==> config.mk <==
export PLATFORM = sky130hd
export DESIGN_NAME = fifo_serial_drain_flat
export DESIGN_NICKNAME = d
export VERILOG_FILES = /design/src/rtl/fifo_serial_drain_if.sv /design/src/rtl/fifo_serial_drain.sv /design/src/flat_wrapper.sv
export SDC_FILE = /design/constraint.sdc
export NUM_CORES = 1
export LEC_CHECK = 0
export ABC_AREA = 1
export CAP_MARGIN = 30
export CORE_MARGIN = 2
export CORE_UTILIZATION = 55
export CTS_BUF_LIST = sky130_fd_sc_hd__clkbuf_8
export CTS_CLUSTER_DIAMETER = 30
export CTS_CLUSTER_SIZE = 30
export DETAILED_ROUTE_END_ITERATION = 7
export HOLD_SLACK_MARGIN = 0.03
export PLACE_DENSITY = 0.93
export SETUP_SLACK_MARGIN = 0.15
export SYNTH_ARGS = -nofsm -noshare
export SYNTH_HDL_FRONTEND = slang
export SYNTH_SLANG_ARGS = --single-unit
==> constraint.sdc <==
create_clock -name clock -period 2.2 [get_ports clock]
set_input_delay 0.55 -clock clock [delete_from_list [all_inputs] [get_ports clock]]
set_output_delay 0.55 -clock clock [all_outputs]
set_load 0.02 [all_outputs]
==> src/rtl/fifo_serial_drain_if.sv <==
// Read-port bundle between a jFIFO and its consumer.
// master = the consumer (drives rn), slave = the FIFO side.
interface fifo_serial_drain_if #(
  parameter int DATA_W = 8
);
  logic              fifo_empty;
  logic              fifo_wr_busy;
  logic [DATA_W-1:0] fifo_data;
  logic              fifo_rn;

  modport master (
    input  fifo_empty,
    input  fifo_wr_busy,
    input  fifo_data,
    output fifo_rn
  );

  modport slave (
    output fifo_empty,
    output fifo_wr_busy,
    output fifo_data,
    input  fifo_rn
  );
endinterface

==> src/rtl/fifo_serial_drain.sv <==
// Pops bytes from a jFIFO read port and sends each as a serial frame:
// start bit, DATA_W data bits LSB first, stop bit.
module fifo_serial_drain #(
  parameter int DATA_W       = 8,
  parameter int CLKS_PER_BIT = 4,
  parameter int CNT_W        = 16
) (
  input  logic                clock,
  input  logic                reset,
  input  logic                enable,
  fifo_serial_drain_if.master fifo,
  output logic                tx_line,
  output logic                tx_busy,
  output logic                byte_done,
  output logic [CNT_W-1:0]    frame_count
);

  localparam int BIT_W  = (DATA_W > 1) ? $clog2(DATA_W) : 1;
  localparam int BAUD_W = $clog2(CLKS_PER_BIT);
  localparam logic [BIT_W-1:0]  LAST_BIT  = BIT_W'(DATA_W - 1);
  localparam logic [BAUD_W-1:0] LAST_BAUD = BAUD_W'(CLKS_PER_BIT - 1);

  typedef enum logic [2:0] {
    S_IDLE,
    S_REQ,
    S_WAIT,
    S_START,
    S_DATA,
    S_STOP
  } state_t;

  state_t             state_q, state_d;
  logic [DATA_W-1:0]  shift_q, shift_d;
  logic [BIT_W-1:0]   bit_q, bit_d;
  logic [BAUD_W-1:0]  baud_q, baud_d;
  logic               tx_q, tx_d;
  logic [CNT_W-1:0]   frame_count_q, frame_count_d;
  logic               bit_end;

  always_ff @(posedge clock) begin
    if (!reset) begin
      state_q       <= S_IDLE;
      shift_q       <= '0;
      bit_q         <= '0;
      baud_q        <= '0;
      tx_q          <= 1'b1;
      frame_count_q <= '0;
    end else begin
      state_q       <= state_d;
      shift_q       <= shift_d;
      bit_q         <= bit_d;
      baud_q        <= baud_d;
      tx_q          <= tx_d;
      frame_count_q <= frame_count_d;
    end
  end

  assign bit_end = (baud_q == LAST_BAUD);

  always_comb begin
    state_d       = state_q;
    shift_d       = shift_q;
    bit_d         = bit_q;
    baud_d        = baud_q;
    tx_d          = tx_q;
    frame_count_d = frame_count_q;

    case (state_q)
      S_IDLE: begin
        if (enable && !fifo.fifo_empty) state_d = S_REQ;
      end
      // rn stays up until the FIFO is not writing, since it drops pops then
      S_REQ: begin
        if (fifo.fifo_empty)         state_d = S_IDLE;
        else if (!fifo.fifo_wr_busy) state_d = S_WAIT;
      end
      S_WAIT: begin
        shift_d = fifo.fifo_data;
        tx_d    = 1'b0;
        baud_d  = '0;
        state_d = S_START;
      end
      S_START: begin
        if (bit_end) begin
          baud_d  = '0;
          bit_d   = '0;
          tx_d    = shift_q[0];
          shift_d = shift_q >> 1;
          state_d = S_DATA;
        end else begin
          baud_d = baud_q + 1'b1;
        end
      end
      S_DATA: begin
        if (bit_end) begin
          baud_d = '0;
          if (bit_q == LAST_BIT) begin
            bit_d   = '0;
            tx_d    = 1'b1;
            state_d = S_STOP;
          end else begin
            bit_d   = bit_q + 1'b1;
            tx_d    = shift_q[0];
            shift_d = shift_q >> 1;
          end
        end else begin
          baud_d = baud_q + 1'b1;
        end
      end
      S_STOP: begin
        if (bit_end) begin
          baud_d        = '0;
          frame_count_d = frame_count_q + 1'b1;
          state_d       = S_IDLE;
        end else begin
          baud_d = baud_q + 1'b1;
        end
      end
      default: state_d = S_IDLE;
    endcase
  end

  assign fifo.fifo_rn = (state_q == S_REQ);
  assign tx_line      = tx_q;
  assign tx_busy      = (state_q != S_IDLE);
  assign byte_done    = (state_q == S_STOP) && bit_end;
  assign frame_count  = frame_count_q;

endmodule
==> src/flat_wrapper.sv <==
// flat-port wrapper written by rule: the top's interface ports become plain ports
module fifo_serial_drain_flat 
#(
  parameter int DATA_W       = 8,
  parameter int CLKS_PER_BIT = 4,
  parameter int CNT_W        = 16
)
  (clock, reset, enable, tx_line, tx_busy, byte_done, frame_count, fifo_fifo_empty, fifo_fifo_wr_busy, fifo_fifo_data, fifo_fifo_rn);
  fifo_serial_drain_if #(.DATA_W(DATA_W)) fifo_i ();
  input  logic clock;
  input  logic reset;
  input  logic enable;
  output logic tx_line;
  output logic tx_busy;
  output logic byte_done;
  output logic [CNT_W-1:0] frame_count;
  input wire logic [$bits(fifo_i.fifo_empty)-1:0] fifo_fifo_empty;
  input wire logic [$bits(fifo_i.fifo_wr_busy)-1:0] fifo_fifo_wr_busy;
  input wire logic [$bits(fifo_i.fifo_data)-1:0] fifo_fifo_data;
  output wire logic [$bits(fifo_i.fifo_rn)-1:0] fifo_fifo_rn;
  assign fifo_i.fifo_empty = fifo_fifo_empty;
  assign fifo_i.fifo_wr_busy = fifo_fifo_wr_busy;
  assign fifo_i.fifo_data = fifo_fifo_data;
  assign fifo_fifo_rn = fifo_i.fifo_rn;
  fifo_serial_drain #(.DATA_W(DATA_W), .CLKS_PER_BIT(CLKS_PER_BIT), .CNT_W(CNT_W)) u_core (.clock(clock), .reset(reset), .enable(enable), .fifo(fifo_i), .tx_line(tx_line), .tx_busy(tx_busy), .byte_done(byte_done), .frame_count(frame_count));
endmodule
==> flow_summary_export.csv, run 1 <==
group,metric,value,unit
outcome,status,"finished clean",
detailed_routing,routedWlPerCell,10.45,um
global_routing,grt_remaining_overflow,0,
placed_design,gp_congestion,0.7988,
synth,synth_area_leader_cell,"dfxtp_1",
power_and_ir_drop,p_sw_frac,0.3734,
sta,rsz0062_at_grt,"yes",
clocking,clockBufferDepth,2,
final_layout,drive_gt1_frac,0.06774,
placed_design,dpl.cell_count,346,
global_routing,grt_pass1_vias,1515,
detailed_routing,drc,0,
final_layout,stdcell_count,354,
detailed_routing,dr_wl_met3,285,um
worst_setup_path,cp_num_cells,3,
detailed_routing,routed_wl,3.701,mm
die,num_io_pins,33,
detailed_routing,drt-initial-drc-count,91,
synth,ys_types,23,
clocking,clock-sinks,33,
sta,finClkSkew,0.008180,ns
detailed_routing,dr_total_vias,1741,
worst_setup_path,worstSetupPathType,"register to output pin",
synth,yosys-top-cells-area,"dfxtp_1, nand2_1, nor2_1, inv_1, nand3_1",
sta,slew-limit-headroom,0.7188,
sta,fmax,501.9,MHz
synth,synth_nets,290,
final_layout,multiInputGateArea,913.4,um^2
final_layout,areaGrowthSynthToFinish,25.65,%
clocking,path_clk_slew,0.06,ns
flow_run,drv_cap,0,
clocking,htree_levels,2,
detailed_routing,wl_met1,1.647,mm
sta,setup_violations,0,
final_layout,regArea,664.4,um^2
synth,synth_warnings,0,
final_layout,antenna_cells,0,
power_and_ir_drop,p_comb_frac,0.339,
power_and_ir_drop,seq_power_share,0.415,
synth,synth_area_per_cell,6.366,um^2
sta,worst_pin_slew,0.4186,ns
die,rows,20,
worst_setup_path,required,1.65,ns
worst_setup_path,worstPathArrival,1.44,ns
die,dieArea,3613,um^2
die,die_y,60.11,um
worst_setup_path,critPathMaxStageDelay,0.54,ns
clocking,cts_hold_buffers,0,
clocking,cts_inserted_buffers,5,
synth,synthCells,272,
worst_setup_path,path_delay_family,"buffers and inverters",
power_and_ir_drop,powerDensity,817.8,nW/um^2
global_routing,grt_max_degree,21,
worst_setup_path,critPathCaptureType,"output pin",
final_layout,final_nets,327,
die,die_x,60.11,um
clocking,cts_resized,4,
die,coreArea,3028,um^2
clocking,post-cts-setup-buffers,0,
detailed_routing,dr.pass1.iters,4,
synth,ys_ff_latch,33,
detailed_routing,drt-vias-per-instance,4.918,
detailed_routing,met2_length,1.716,mm
worst_setup_path,reg2reg_depth,8,
global_routing,antenna_found_initial,0,
final_layout,final_common_cell,"nand2_1",
die,start_util,0.5719,
detailed_routing,routed.top_layer,"met4",
min_path,hold_path_class,"register to register",
synth,syn-cell-area,1732,um^2
power_and_ir_drop,internal_power,0.001115,W
final_layout,final_cell_mix,"nand2_1, nor2_1, inv_1",
worst_setup_path,critPathSlowestCell,"clkdlybuf4s50_1",
worst_setup_path,start_kind,"register",
power_and_ir_drop,p_switching,0.0006644,W
synth,ys_seq_area_frac,0.3815,
placed_design,dp_hpwl,2.485,mm
sta,period_share,0.9057,
detailed_routing,antenna_left,0,
sta,hold_violations,0,
clocking,clock_latency,0.29,ns
sta,timing.final.max_slew_violations,0,
power_and_ir_drop,power_frac_clock,0.246,
clocking,cts_tree,"built",
worst_setup_path,path_max_fanout,6,
clocking,cts_root_buffer,"clkbuf_8",
sta,hold_ws,0.4698,ns
worst_setup_path,path_cells,"nor2_2, nand2_1, clkdlybuf4s50_1",
placed_design,port_buffers,32,
worst_setup_path,crit_buf_inv,1,
min_path,min_path_cells,2,
power_and_ir_drop,p_leak,1.010,nW
final_layout,nFillCells,252,
power_and_ir_drop,ir_drop,0.0006149,V
sta,tns,0,ns
global_routing,groute.usage.overall,0.2263,
sta,period_needed,1.992,ns
global_routing,grt_pass1_wl,6.216,mm
synth,yosysTopAreaCellShare,0.3815,
path summary, 6_finish.rpt:
path / startpoint / endpoint / slack (ns)
hold / removal: u_core.tx_line$_SDFFE_PN1P_ / u_core.tx_line$_SDFFE_PN1P_ / 0.47
hold reg to reg: u_core.tx_line$_SDFFE_PN1P_ / u_core.tx_line$_SDFFE_PN1P_ / 0.47
setup reg to reg: u_core.state_q[0]$_SDFFE_PN0P_ / u_core.shift_q[0]$_SDFFE_PN0P_ / 0.45
setup / recovery: u_core.state_q[0]$_SDFFE_PN0P_ / tx_busy / 0.21
per-layer routing:
metal,global-route usage,vias to the layer above
met5,0,-
met4,0.09206,0
met3,0.06494,8
met2,0.3742,53
met1,0.2741,759
li1,-,921
worst register-to-register path, stage by stage, from the launching register on:
cell and delay (ns):
dfxtp_2 0.35, nor2_2 0.20, nand2_1 0.30, o21ai_1 0.21, nand2_1 0.11, nor2_4 0.28, nand2_1 0.09, nand2_1 0.07
nor2_1 0.04
synth_stat cells, drive strengths merged:
| master | number |
|---|---|
| nor3b | 3 |
| a21oi | 12 |
| nand2 | 84 |
| inv | 33 |
| nand4 | 2 |
| or2 | 1 |
| nor2 | 54 |
| xor2 | 1 |
| o21ai | 8 |
| buf | 2 |
| ha | 5 |
| dfxtp | 33 |
| nor3 | 9 |
| nand3 | 22 |
| clkbuf | 3 |
state kept, by name, indices dropped and copies added, names as in the netlist:
signal / count
u_core.tx_line: 1
u_core.bit_q: 3
u_core.baud_q: 2
u_core.shift_q: 8
u_core.state_q: 3
u_core.frame_count: 16
cell type report:
class                   instances  area share
flip-flops and latches         33      0.3053
well taps                      44     0.02530
repair buffers                 35      0.1547
clock inverters                 3    0.006325
inverters                      33     0.05693
clock buffers                   5     0.03163
multi-input cells             201      0.4198
kinds of logic after synthesis:
group           after synthesis  synth area share
simple gates                175            0.4263
buf+inv                      38           0.09104
flops                        33            0.3815
xor+xnor                      1          0.005059
fa+ha+maj                     5           0.03613
compound gates               20           0.05997
power groups by stage:
stage          logic [W]  registers (W)  clock network (W)
2_1_floorplan   0.000479       0.000743                  0
3_3_place_gp    0.000596       0.000742                  0
3_5_place_dp    0.000604       0.000747                  0
4_1_cts         0.000603       0.000737           0.000447
5_1_grt         0.000688       0.000749           0.000467
6_report        0.000603       0.000739           0.000438
stage by stage:
stage / setup WS, ns / total power (W) / utilization / instance area (um^2)
detailed placement: 0.2341 / 0.001351 / 0.6921 / 2096
finish: 0.2076 / 0.001780 / 0.7186 / 2176
global placement: 0.2393 / 0.001338 / 0.6921 / 2096
CTS: 0.1682 / 0.001787 / 0.7194 / 2178
floorplan: 0.6199 / 0.001223 / - / 1732
global route: 0.1390 / 0.001904 / 0.7186 / 2176
No activity file was read; power rests on OpenSTA's default activity.
==> run 2, diff against run 1 <==
SKIP_CTS_REPAIR_TIMING = 1   (was not set)
==> flow_summary_export.csv, run 2 (synthesis gave the netlist of run 1 again) <==
group,metric,value,unit
sta,timing.final.max_slew_violations,0,
global_routing,antenna_found_initial,0,
sta,period_share,0.8587,
global_routing,grt_max_degree,21,
clocking,clock_latency,0.29,ns
die,dieArea,3613,um^2
worst_setup_path,critPathSlowestCell,"clkdlybuf4s50_1",
detailed_routing,drt-initial-drc-count,86,
worst_setup_path,path_delay_family,"buffers and inverters",
worst_setup_path,crit_buf_inv,1,
sta,finClkSkew,0.008651,ns
worst_setup_path,path_cells,"clkdlybuf4s50_1",
final_layout,areaGrowthSynthToFinish,26.45,%
detailed_routing,dr.pass1.iters,4,
power_and_ir_drop,power_frac_clock,0.246,
final_layout,final_common_cell,"nand2_1",
worst_setup_path,required,1.65,ns
worst_setup_path,start_kind,"register",
clocking,htree_levels,2,
worst_setup_path,reg2reg_depth,8,
power_and_ir_drop,ir_drop,0.0006121,V
power_and_ir_drop,p_sw_frac,0.3729,
global_routing,grt_remaining_overflow,0,
detailed_routing,drt-vias-per-instance,4.941,
sta,fmax,529.3,MHz
sta,period_needed,1.889,ns
worst_setup_path,cp_num_cells,1,
min_path,hold_path_class,"register to register",
worst_setup_path,critPathCaptureType,"output pin",
worst_setup_path,r2r_slack,0.47,ns
die,die_y,60.11,um
final_layout,nFillCells,249,
global_routing,groute.usage.overall,0.2263,
sta,setup_violations,0,
power_and_ir_drop,seq_power_share,0.415,
worst_setup_path,path_max_fanout,5,
placed_design,postPlaceCellArea,2096,um^2
detailed_routing,routed_wl,3.659,mm
final_layout,final_cell_mix,"nand2_1, nor2_1, inv_1",
worst_setup_path,critPathMaxStageDelay,0.64,ns
die,rows,20,
sta,slew-limit-headroom,0.7037,
flow_run,drv_cap,0,
min_path,min_path_cells,2,
die,coreArea,3028,um^2
detailed_routing,drc,0,
sta,rsz0062_at_grt,"no",
power_and_ir_drop,powerDensity,812.9,nW/um^2
clocking,cts_inserted_buffers,5,
die,num_io_pins,33,
worst_setup_path,worstPathArrival,1.34,ns
clocking,cts_root_buffer,"clkbuf_8",
detailed_routing,antenna_left,0,
final_layout,drive_gt1_frac,0.06452,
worst_setup_path,worstSetupPathType,"register to output pin",
final_layout,antenna_cells,0,
power_and_ir_drop,p_comb_frac,0.339,
final_layout,final_nets,327,
sta,hold_violations,0,
detailed_routing,routedWlPerCell,10.34,um
sta,tns,0,ns
final_layout,largest_register_ffs,16,
sta,worst_pin_slew,0.4411,ns
final_layout,final_area,2190,um^2
worst_setup_path,worstReg2RegEnd,"u_core.shift_q[0]$_SDFFE_PN0P_",
clocking,clockBufferDepth,2,
detailed_routing,dr_total_vias,1749,
clocking,clock-sinks,33,
outcome,status,"finished clean",
die,die_x,60.11,um
worst_setup_path,timing.rr.start,"u_core.state_q[0]$_SDFFE_PN0P_",
power_and_ir_drop,p_leak,1.049,nW
worst_setup_path,startpoint,"u_core.frame_count[11]$_SDFFE_PN0P_",
clocking,path_clk_slew,0.07,ns
placed_design,port_buffers,32,
worst_setup_path,worstSetupEndpoint,"frame_count[11]",
placed_design,dp_hpwl,2.485,mm
power_and_ir_drop,p_switching,0.0006637,W
power_and_ir_drop,internal_power,0.001116,W
die,start_util,0.5719,
placed_design,gp_congestion,0.7988,
clocking,cts_tree,"built",
global_routing,grt_pass1_vias,1517,
global_routing,grt_pass1_wl,6.216,mm
[run 2: changes by cell type in the layout (fill, tap and decap cells not counted), sizes merged]
cell	before	now
dlygate4sd2	1	0
clkdlybuf4s50	30	29
dlymetal6s2s	0	3
clkbuf	6	5
[run 2: power groups by stage]
stage | sequential (W) | combinational (W) | clock, W
after floorplan | 0.000743 | 0.000479 | 0
after global placement | 0.000742 | 0.000596 | 0
after detailed placement | 0.000747 | 0.000604 | 0
after CTS | 0.000734 | 0.000608 | 0.000447
after global routing | 0.000749 | 0.000689 | 0.000467
final | 0.000738 | 0.000604 | 0.000438
[run 2: worst min path at each step]
stage	from	endpoint	slack, ns
3_5_place_dp	u_core.tx_line$_SDFFE_PN1P_	u_core.tx_line$_SDFFE_PN1P_	0.45
3_3_place_gp	u_core.tx_line$_SDFFE_PN1P_	u_core.tx_line$_SDFFE_PN1P_	0.45
6_report	u_core.tx_line$_SDFFE_PN1P_	u_core.tx_line$_SDFFE_PN1P_	0.47
5_1_grt	u_core.tx_line$_SDFFE_PN1P_	u_core.tx_line$_SDFFE_PN1P_	0.48
4_1_cts	u_core.tx_line$_SDFFE_PN1P_	u_core.tx_line$_SDFFE_PN1P_	0.47
2_1_floorplan	u_core.baud_q[1]$_SDFFE_PN0P_	u_core.baud_q[1]$_SDFFE_PN0P_	0.44
[run 2: per-stage QoR]
| stage | instances | total power [W] | setup slack (ns) | util | hold slack [ns] |
|---|---|---|---|---|---|
| final | 354 | 0.001780 | 0.3108 | 0.7231 | 0.4715 |
| after floorplan | 272 | 0.001223 | 0.6199 | - | 0.4426 |
| after global routing | 354 | 0.001905 | 0.2096 | 0.7231 | 0.4803 |
| after CTS | 354 | 0.001789 | -0.08746 | 0.7194 | 0.4680 |
| after detailed placement | 346 | 0.001351 | 0.2341 | 0.6921 | 0.4501 |
| after global placement | 346 | 0.001338 | 0.2393 | 0.6921 | 0.4485 |
[run 2: per-layer routing]
layer / wire length (um) / global-route usage / up-vias
met2: 1696 / 0.3742 / 50
met5: 0 / 0 / -
li1: - / - / 920
met4: 68 / 0.09206 / 0
met1: 1676 / 0.2741 / 767
met3: 217 / 0.06494 / 12
[run 2: layout make-up]
class	count	area, um^2	area share
inverter	33	123.9	0.05657
sequential	33	664.4	0.3034
multi-input combinational	201	913.4	0.4171
timing repair buffer	35	350.3	0.1600
clock inverter	3	13.76	0.006286
clock buffer	5	68.82	0.03143
tap	44	55.05	0.02514
==> run 3, diff against run 2 <==
CAP_MARGIN = not set   (was 30)
SETUP_SLACK_MARGIN = not set   (was 0.15)
SLEW_MARGIN = 20   (was not set)
==> flow_summary_export.csv, run 3 (synthesis gave the netlist of run 1 again) <==
group,metric,value,unit
power_and_ir_drop,p_leak,1.038,nW
power_and_ir_drop,p_switching,0.0006610,W
sta,finClkSkew,0.007163,ns
sta,hold_violations,0,
sta,timing.final.max_slew_violations,0,
global_routing,grt_pass1_vias,1517,
clocking,cts_root_buffer,"clkbuf_8",
sta,setup_violations,0,
die,die_y,60.11,um
detailed_routing,drt-initial-drc-count,85,
detailed_routing,drt-vias-per-instance,4.884,
detailed_routing,routed_wl,3.651,mm
sta,hold_ws,0.4700,ns
die,start_util,0.5719,
die,num_io_pins,33,
worst_setup_path,critPathCaptureType,"output pin",
final_layout,regArea,660.6,um^2
power_and_ir_drop,power_frac_clock,0.246,
worst_setup_path,worstSetupPathType,"register to output pin",
clocking,clockBufferDepth,2,
placed_design,dp_hpwl,2.485,mm
worst_setup_path,critPathSlowestCell,"clkdlybuf4s50_1",
clocking,clock-sinks,33,
global_routing,antenna_found_initial,0,
global_routing,grt_max_degree,21,
sta,fmax,482.6,MHz
placed_design,port_buffers,32,
sta,worst_pin_slew,0.4308,ns
final_layout,nFillCells,251,
clocking,cts_tree,"built",
worst_setup_path,path_cells,"inv_2, nand2_1, clkdlybuf4s50_1",
worst_setup_path,required,1.65,ns
sta,period_share,0.9418,
final_layout,final_common_cell,"nand2_1",
final_layout,largest_register_ffs,16,
outcome,status,"finished clean",
power_and_ir_drop,seq_power_share,0.413,
global_routing,groute.usage.overall,0.2263,
placed_design,dpl.cell_count,346,
power_and_ir_drop,ir_drop,0.0006015,V
power_and_ir_drop,powerDensity,813.0,nW/um^2
power_and_ir_drop,p_sw_frac,0.3724,
power_and_ir_drop,internal_power,0.001114,W
worst_setup_path,worstPathArrival,1.52,ns
die,rows,20,
final_layout,final_cell_mix,"nand2_1, nor2_1, inv_1, dfxtp_1, clkdlybuf4s50_1",
sta,tns,0,ns
die,dieArea,3613,um^2
final_layout,multiInputGateArea,913.4,um^2
die,die_x,60.11,um
placed_design,dpl_worst_slack,0.2341,ns
sta,period_needed,2.072,ns
worst_setup_path,crit_buf_inv,2,
final_layout,stdcell_count,354,
clocking,path_clk_slew,0.07,ns
flow_run,drv_cap,0,
clocking,clock_latency,0.29,ns
sta,rsz0062_at_grt,"no",
final_layout,antenna_cells,0,
detailed_routing,drc,0,
worst_setup_path,start_kind,"register",
final_layout,final_nets,327,
clocking,htree_levels,2,
detailed_routing,antenna_left,0,
final_layout,areaGrowthSynthToFinish,26.08,%
worst_setup_path,path_delay_family,"buffers and inverters",
min_path,hold_path_class,"register to register",
clocking,cts_inserted_buffers,5,
sta,slew-limit-headroom,0.7106,
final_layout,final_core_util,0.7211,
worst_setup_path,critPathMaxStageDelay,0.59,ns
worst_setup_path,path_max_fanout,7,
power_and_ir_drop,p_comb_frac,0.341,
worst_setup_path,r2r_slack,0.41,ns
detailed_routing,dr_total_vias,1729,
global_routing,grt_remaining_overflow,0,
die,coreArea,3028,um^2
sta,setup_slack,0.1280,ns
placed_design,gp_congestion,0.7988,
detailed_routing,routedWlPerCell,10.31,um
final_layout,drive_gt1_frac,0.05484,
global_routing,grt_pass1_wl,6.216,mm
detailed_routing,dr.pass1.iters,4,
==> run 3: changes by cell type in the layout (fill, tap and decap cells not counted), sizes merged <==
cell	delta
clkdlybuf4s50	+1
dlymetal6s2s	-1
==> run 3: worst paths after layout <==
| check | from | to | cells past startpoint |
|---|---|---|---|
| setup / recovery | u_core.state_q[2]$_SDFFE_PN0P_ | tx_busy | 3 |
| hold / removal | u_core.tx_line$_SDFFE_PN1P_ | u_core.tx_line$_SDFFE_PN1P_ | 2 |
| setup reg to reg | u_core.state_q[0]$_SDFFE_PN0P_ | u_core.shift_q[0]$_SDFFE_PN0P_ | 9 |
| hold reg to reg | u_core.tx_line$_SDFFE_PN1P_ | u_core.tx_line$_SDFFE_PN1P_ | 2 |
==> run 3: layout make-up <==
| type | instances | area share |
|---|---|---|
| clock inverters | 3 | 0.006304 |
| well taps | 44 | 0.02521 |
| flip-flops and latches | 33 | 0.3026 |
| clock buffers | 5 | 0.03152 |
| multi-input cells | 201 | 0.4183 |
| repair buffers | 35 | 0.1593 |
| inverters | 33 | 0.05673 |
==> run 3: per-stage QoR <==
| step | power (W) | area, um^2 |
|---|---|---|
| final | 0.001775 | 2183 |
| after global routing | 0.001902 | 2183 |
| after floorplan | 0.001223 | 1732 |
| after CTS | 0.001789 | 2178 |
| after detailed placement | 0.001351 | 2096 |
| after global placement | 0.001338 | 2096 |
==> run 3: per-layer routing <==
metal	part of all wire	GRT usage	routed length (um)	vias to the layer above
li1	-	-	-	922
met1	0.46	0.2741	1664	754
met2	0.47	0.3742	1701	45
met3	0.064	0.06494	232	8
met4	0.014	0.09206	52	0
met5	0	0	0	-
==> run 3: power by group through the flow <==
stage | sequential [W] | combinational, W | clock (W)
finish | 0.000734 | 0.000605 | 0.000436
global route | 0.000745 | 0.000691 | 0.000466
CTS | 0.000734 | 0.000608 | 0.000447
detailed placement | 0.000747 | 0.000604 | 0
global placement | 0.000742 | 0.000596 | 0
floorplan | 0.000743 | 0.000479 | 0
==> run 3: worst min-delay path, delay by kind of cell (launching register included) <==
kind / cells / cell delay, ns
DFF: 1 / 0.33
and+or+nand+nor: 2 / 0.10
